### src/rtl/mem_arbiter.sv
// Byte-serial RAM arbiter between the icache and the load/store buffer.
// Round-robin grant; multi-byte reads and writes are sequenced one byte per cycle.
module mem_arbiter #(
    parameter int unsigned IO_STALL_EN = 1
) (
    input  logic        clk_in,
    input  logic        rst_in,
    input  logic        rdy_in,
    input  logic        flush_in,
    input  logic        io_buffer_full,
    input  logic        ic_req,
    input  logic [31:0] ic_addr,
    output logic        ic_done,
    output logic [31:0] ic_data,
    input  logic        lsb_req,
    input  logic        lsb_we,
    input  logic [31:0] lsb_addr,
    input  logic [1:0]  lsb_width,
    input  logic [31:0] lsb_wdata,
    output logic        lsb_done,
    output logic [31:0] lsb_rdata,
    input  logic [7:0]  ram_din,
    output logic [7:0]  ram_dout,
    output logic [31:0] ram_addr,
    output logic        ram_wr
);

    typedef enum logic [1:0] {StIdle, StRead, StWrite, StDone} state_e;

    state_e      state_q, state_d;
    logic [2:0]  cnt_q, cnt_d;
    logic [2:0]  len_q, len_d;
    logic [31:0] addr_q, addr_d;
    logic [31:0] wdata_q, wdata_d;
    logic [31:0] buf_q, buf_d;
    logic [31:0] ic_data_q, ic_data_d;
    logic [31:0] lsb_rdata_q, lsb_rdata_d;
    logic        owner_q, owner_d;       // 1 = LSB owns the transfer
    logic        is_wr_q, is_wr_d;
    logic        last_grant_q, last_grant_d;  // 1 = LSB was granted last

    logic        grant_lsb;
    logic        stall;
    logic [2:0]  lsb_len;
    logic [31:0] fill;
    logic [31:0] wshift;

    // LSB wins unless the icache also asks and the LSB had the previous grant.
    assign grant_lsb = lsb_req & (~ic_req | ~last_grant_q);
    assign stall     = (IO_STALL_EN != 0) && (addr_q[17:16] == 2'b11) && io_buffer_full;
    assign wshift    = wdata_q >> {cnt_q, 3'b000};

    always_comb begin
        case (lsb_width)
            2'd0:    lsb_len = 3'd1;
            2'd1:    lsb_len = 3'd2;
            default: lsb_len = 3'd4;
        endcase
    end

    // Byte arriving now belongs to the address issued last cycle (cnt - 1).
    always_comb begin
        fill = buf_q;
        case (cnt_q)
            3'd1:    fill[7:0]   = ram_din;
            3'd2:    fill[15:8]  = ram_din;
            3'd3:    fill[23:16] = ram_din;
            3'd4:    fill[31:24] = ram_din;
            default: ;
        endcase
    end

    always_ff @(posedge clk_in or posedge rst_in) begin
        if (rst_in) begin
            state_q      <= StIdle;
            cnt_q        <= 3'd0;
            len_q        <= 3'd0;
            addr_q       <= 32'd0;
            wdata_q      <= 32'd0;
            buf_q        <= 32'd0;
            ic_data_q    <= 32'd0;
            lsb_rdata_q  <= 32'd0;
            owner_q      <= 1'b0;
            is_wr_q      <= 1'b0;
            last_grant_q <= 1'b0;
        end else begin
            state_q      <= state_d;
            cnt_q        <= cnt_d;
            len_q        <= len_d;
            addr_q       <= addr_d;
            wdata_q      <= wdata_d;
            buf_q        <= buf_d;
            ic_data_q    <= ic_data_d;
            lsb_rdata_q  <= lsb_rdata_d;
            owner_q      <= owner_d;
            is_wr_q      <= is_wr_d;
            last_grant_q <= last_grant_d;
        end
    end

    always_comb begin
        state_d      = state_q;
        cnt_d        = cnt_q;
        len_d        = len_q;
        addr_d       = addr_q;
        wdata_d      = wdata_q;
        buf_d        = buf_q;
        ic_data_d    = ic_data_q;
        lsb_rdata_d  = lsb_rdata_q;
        owner_d      = owner_q;
        is_wr_d      = is_wr_q;
        last_grant_d = last_grant_q;
        if (rdy_in) begin
            unique case (state_q)
                StIdle: begin
                    if (!flush_in && (ic_req || lsb_req)) begin
                        owner_d      = grant_lsb;
                        last_grant_d = grant_lsb;
                        addr_d       = grant_lsb ? lsb_addr : ic_addr;
                        wdata_d      = lsb_wdata;
                        len_d        = grant_lsb ? lsb_len : 3'd4;
                        is_wr_d      = grant_lsb & lsb_we;
                        cnt_d        = 3'd0;
                        buf_d        = 32'd0;
                        state_d      = (grant_lsb && lsb_we) ? StWrite : StRead;
                    end
                end
                StRead: begin
                    if (flush_in) begin
                        state_d = StIdle;
                        cnt_d   = 3'd0;
                    end else begin
                        if (cnt_q != 3'd0) buf_d = fill;
                        if (cnt_q == len_q) state_d = StDone;
                        else                cnt_d   = cnt_q + 3'd1;
                    end
                end
                StWrite: begin
                    if (!stall) begin
                        if (cnt_q == len_q - 3'd1) state_d = StDone;
                        else                       cnt_d   = cnt_q + 3'd1;
                    end
                end
                StDone: begin
                    state_d = StIdle;
                    cnt_d   = 3'd0;
                    if (!is_wr_q && !flush_in) begin
                        if (owner_q) lsb_rdata_d = buf_q;
                        else         ic_data_d   = buf_q;
                    end
                end
            endcase
        end
    end

    always_comb begin
        ic_done   = rdy_in && (state_q == StDone) && !owner_q && !flush_in;
        lsb_done  = rdy_in && (state_q == StDone) && owner_q && !(flush_in && !is_wr_q);
        ic_data   = ic_done ? buf_q : ic_data_q;
        lsb_rdata = (lsb_done && !is_wr_q) ? buf_q : lsb_rdata_q;
        ram_addr  = 32'd0;
        ram_dout  = 8'd0;
        ram_wr    = 1'b0;
        if (state_q == StRead || state_q == StWrite) begin
            ram_addr = addr_q + {29'd0, cnt_q};
        end
        if (state_q == StWrite) begin
            ram_dout = wshift[7:0];
            ram_wr   = rdy_in && !stall;
        end
    end

endmodule

### config.mk
export PLATFORM = sky130hd
export DESIGN_NAME = mem_arbiter
export DESIGN_NICKNAME = d
export VERILOG_FILES = /design/src/rtl/mem_arbiter.sv
export SDC_FILE = /design/constraint.sdc
export NUM_CORES = 1
export LEC_CHECK = 0
export CELL_PAD_IN_SITES_DETAIL_PLACEMENT = 1
export CELL_PAD_IN_SITES_GLOBAL_PLACEMENT = 1
export CORE_MARGIN = 2
export CORE_UTILIZATION = 36
export CTS_BUF_LIST = sky130_fd_sc_hd__clkbuf_4 sky130_fd_sc_hd__clkbuf_8 sky130_fd_sc_hd__clkbuf_16
export DETAILED_ROUTE_END_ITERATION = 16
export MAX_ROUTING_LAYER = met4
export PLACE_DENSITY_LB_ADDON = 0.05
export SYNTH_ARGS = -nofsm -noshare
export SYNTH_HDL_FRONTEND = slang
export SYNTH_SLANG_ARGS = --single-unit
export TNS_END_PERCENT = 30
### constraint.sdc
create_clock -name clk_in -period 4.7 [get_ports clk_in]
set_input_delay 0.47 -clock clk_in [delete_from_list [all_inputs] [get_ports clk_in]]
set_output_delay 0.47 -clock clk_in [all_outputs]
set_load 0.005 [all_outputs]
---- Word-level counts from Yosys, hierarchy flattened ----
Cells that the tools add are included.
Widths: inputs -> output; s select.
operators by class
  add/subtract/negate cells ............... 3
  equal/unequal tests ..................... 23
  shift operators ......................... 1
  muxes and demuxes ....................... 29
  bitwise logic cells ..................... 5
  reduce and logical (&&, ||, !) cells .... 32
operator list
  kind                 number
  $mux 32              7
  $pmux 32 s2          1
  $mux 8               5
  $add 32x3->32        1
  $shr 32x6->8         1
  $reduce_and 6->1     4
  $mux 3               6
  $logic_and 1x1->1    12
  $mux 2               6
  $ne 2x2->1 const B   6
  $pmux 3 s4           1
  $reduce_and 5->1     2
  $ne 2x1->1 const B   4
  $pmux 2 s4           1
  $reduce_and 4->1     2
  $eq 2x2->1 const B   3
  $eq 3x2->1 const B   2
  $eq 3x3->1           2
  $ne 3x3->1 const B   2
  $pmux 3 s2           1
  $logic_not 1->1      5
  $eq 2x1->1 const B   2
  $logic_not 2->1      2
  $add 3x1->3 const B  1
  11 further kinds     14
word-level totals
  register bits ........................... 170
  input port bits ......................... 114
  output and inout port bits .............. 107
  logic and storage cells ................. 106

---- Longest topological paths before layout ----
  depth in word-level cells ............... 7
  depth in mapped cells ................... 9
  gate-level depth less buffers ........... 7

---- Worst setup path before layout ----
OpenSTA, ideal clock, no wires.
  kind .................................... flip-flop to output port
  start point ............................. register cnt_q[1]
  end point ............................... output ram_addr[16]
  data arrival time ....................... 2292 ps
  required time ........................... 4230 ps
  path slack .............................. 1938 ps
  stages on the path, launching flop included .. 10
  buffers on the path ..................... 3
  cell sequence ........................... dfrtp_1 -> buf_4 -> inv_1 -> fa_1 -> nor2b_1 -> clkbuf_1 -> o2111ai_1 -> clkbuf_1 -> or3_1 -> a21oi_1
between the ends
  cells in the longest elaborated chain, start to end .. 2
RTL lines
  element                 line  RTL
  start, declared         31    logic [2:0] cnt_q, cnt_d;
  start signal, assigned  88    cnt_q <= cnt_d;
  $add 32x3->32           165   ram_addr = addr_q + {29'd0, cnt_q};
  $mux 32                 164   if (state_q == StRead || state_q == StWrite) begin
  end, declared           24    output logic [31:0] ram_addr,
Every way passes these cells.

---- Worst setup path after layout ----
  start point ............................. register cnt_q[0]
  end point ............................... output ram_addr[22]
Same word-level chain as after synthesis.

==> summary.txt <==
Status
  – Outcome: completed

Synth
  – Synth Register Bits: 170
  – Count of cell types in the netlist: 49
  – Ys async rst share: 100%
  – Post-synth EDFFs: 0
  – Top cell type by total area after synthesis: dfrtp_1
  – Ranking of synthesized cells by area: dfrtp_1 47%, mux2_2 24%, mux2i_1 4.2%
  – Syn Inst Count: 751
  – Mean Syn Cell Area: 12.1 um^2
  – Syn_nets: 880
  – Syn Std Cell Area: 9070 um^2
  – Synth warn: 0
  – Post-synth top area share: 46.9%
  – Sequential-to-total area share from yosys stat: 46.9%
  – Most used DFF post-synth: dfrtp_1

STA
  – Max Slew Vio Count: 0
  – Fin crit period: 3.93 ns
  – Period utilisation layout: 83.6%
  – Hold Vio Cnt, Final: 0
  – Worst Skew: 0.0150 ns
  – Setup violators final: 0
  – Slew margin rel.: 27.4%
  – Worst Tran Pin Value: 1.08 ns
  – RSZ-0062 raised after global routing: false
  – Fmax: 255 MHz
  – Setup TNS: 0 ns

CTS
  – CTS resizes: 0
  – CTS tree: built
  – Clk sinks: 170
  – Clk_lat worst skew: 0.43 ns
  – H-tree levels: 4
  – Hold-fix buffers, CTS: 0
  – Clock root buffer: clkbuf_16
  – Postcts setup bufs: 0
  – Clock buffer depth: 2
  – Worst-path clk slew: 0.06 ns
  – CTS Buf Count: 17

Run
  – Max Cap Viol: 0

Cells and area
  – Nets: 1080
  – Layout filler cell count: 2636
  – Non-filler instance count after layout: 1294
  – Register area: 4250 um^2
  – Area of the multi-input gates: 4510 um^2
  – Synthesis-to-layout area growth: 33.2%
  – Share of post-route cells with drive strength above 1: 26.3%

Detailed routing
  – Routed Antenna Nets: 0
  – Total number of vias: 6590
  – Routed WL: 24100 um
  – DR WL/cell: 18.6 um
  – Via/cell ratio: 5.09
  – Starting DRT DRC Count: 165
  – DRT Pass-1 Iters: 4
  – Residual DRC: 0

Floorplanning
  – Die height: 163 um
  – Io pins: 221
  – Rows: 58
  – Initial Utilization: 36.3%
  – Die width: 163 um
  – Core Area: 25000 um^2
  – Die area: 26500 um^2

Critical path
  – CP max FO: 11
  – Launch point of the worst path: cnt_q[0]
  – Critical Path RT: 4.23 ns
  – CP Capture Type: output port
  – R2R Path Start: state_q[1]
  – Startpoint types: register
  – R2r setup slk: 1.83 ns
  – Reg2reg path depth: 4
  – Worst EP arrival: 3.46 ns
  – Critical R2R Capture: ic_data_q[16]
  – CP Capture Point: ram_addr[22]
  – Crit path kind: reg -> out

GRT
  – Largest net degree at the start of global routing: 171
  – Vias in the first global route: 7129
  – Number of antenna violations at the first check in global routing: 1
  – First-pass GRT wire length: 38800 um
  – Gr usage total: 19.3%
  – Congestion Overflow GR: 0

Place
  – I/O Buffers: 220
  – Hpwl dp: 17200 um
  – Placed insts: 1262
  – Placer Congestion: 0.799

Pwr
  – P_leak: 0.00523 uW
  – Peak supply drop: 0.219 mV
  – Pwr dens: 553 nW/um^2

Worst hold path
  – Hold WC Path Type: reg -> reg
==> stage by stage <==
| step | hold slack (ns) | utilization [%] | area (um^2) | setup WS (ns) | power (uW) |
|---|---|---|---|---|---|
| finish | 0.490 | 48.4 | 12100 | 0.773 | 6670 |
| global route | 0.517 | 48.4 | 12100 | 0.493 | 7160 |
| CTS | 0.496 | 48.4 | 12100 | 0.742 | 6780 |
| detailed placement | 0.480 | 46.2 | 11500 | 0.990 | 5420 |
| global placement | 0.464 | 46.2 | 11500 | 1.08 | 5290 |
| floorplan | 0.454 | - | 9070 | 1.94 | 4000 |
==> how the worst min path moves through the flow <==
stage,depth (start not counted),slack [ns],endpoint,startpoint
final,1,0.49,ic_data_q[24],ic_data_q[24]
after global routing,1,0.52,ic_data_q[24],ic_data_q[24]
after detailed placement,1,0.48,ic_data_q[24],ic_data_q[24]
after global placement,1,0.46,ic_data_q[23],ic_data_q[23]
after CTS,1,0.50,ic_data_q[24],ic_data_q[24]
after floorplan,2,0.45,addr_q[0],addr_q[0]
==> cells by family after synthesis <==
family / synth area share (%)
buffers and inverters: 3.53
adder cells (fa/ha/maj): 2.15
AO/OA/AOI/OAI: 6.45
multiplexers: 30.5
AND/OR/NAND/NOR: 8.92
XOR/XNOR: 1.50
flip-flops: 46.9
==> registers in the layout (all words and copies together), names as in the netlist <==
register,flops
buf_q,32
addr_q,32
ic_data_q,32
wdata_q,32
last_grant_q,1
cnt_q,3
state_q,2
is_wr_q,1
lsb_rdata_q,32
len_q,3
==> critical path: stages, from the launching register on <==
cell and delay [ns]:
dfrtp_1 0.35, ha_1 0.18, inv_1 0.06, fa_1 0.38, nor2b_1 0.29, buf_4 0.22
o2111ai_1 0.36, or3_1 0.48, a21oi_1 0.17, clkdlybuf4s50_1 0.54
==> synthesized netlist by cell type, drive strengths merged (2+ instances only) <==
library cell / number
o31a: 2
nand4: 5
inv: 18
o211ai: 5
nand2: 49
a22o: 2
nor4: 5
and2: 12
and3: 13
nor2: 15
mux2i: 38
buf: 28
xor2: 13
nor3: 4
nand2b: 5
nor2b: 5
nand3: 13
o2111ai: 5
dfrtp: 170
o31ai: 10
ha: 14
and4: 4
clkbuf: 18
mux4: 8
or3: 7
o21ai: 50
or4: 9
a21oi: 17
mux2: 196
==> power breakdown <==
| part | internal (uW) | leakage (uW) | total [uW] | switching (uW) |
|---|---|---|---|---|
| Clock | 693 | 0.000257 | 1320 | 623 |
| Combinational | 1680 | 0.00277 | 2780 | 1100 |
| Sequential | 2070 | 0.00220 | 2580 | 513 |
| Total | 4440 | 0.00523 | 6670 | 2230 |
==> cells in the final DEF (no fill, tap or decap), drive strengths merged, types with 2 or more instances in the layout <==
cell           synthesis  final
clkdlybuf4s50          0    220
mux2                 196    196
dfrtp                170    170
o21ai                 50     50
nand2                 49     49
mux2i                 38     38
inv                   18     23
clkbuf                18     18
a21oi                 17     17
nor2                  15     15
ha                    14     14
and3                  13     13
xor2                  13     13
nand3                 13     13
and2                  12     12
o31ai                 10     10
or4                    9      9
mux4                   8      8
or3                    7      7
buf                   28      7
o2111ai                5      5
nand2b                 5      5
nor4                   5      5
o211ai                 5      5
clkinvlp               0      5
nand4                  5      5
nor2b                  5      5
nor3                   4      4
and4                   4      4
clkinv                 1      4
o31a                   2      2
a22o                   2      2
==> cell type report <==
type / instances / area share [%]
antenna: 1 / 0.0207
clock buffer: 18 / 3.58
clock inverter: 13 / 0.912
inverter: 19 / 0.622
multi-input combinational: 516 / 37.3
sequential: 170 / 35.2
tap: 330 / 3.42
timing repair buffer: 227 / 18.9
==> layer usage <==
| metal | track usage (%) | part of all wire (%) | routed length, um | up-vias |
|---|---|---|---|---|
| met5 | - | 0 | 0 | - |
| met4 | 5.63 | 1.8 | 442 | 0 |
| met3 | 3.74 | 4.0 | 968 | 23 |
| met2 | 32.8 | 51 | 12300 | 145 |
| met1 | 23.5 | 43 | 10400 | 3304 |
| li1 | - | - | - | 3118 |
Power figures use the tool's default switching activity.
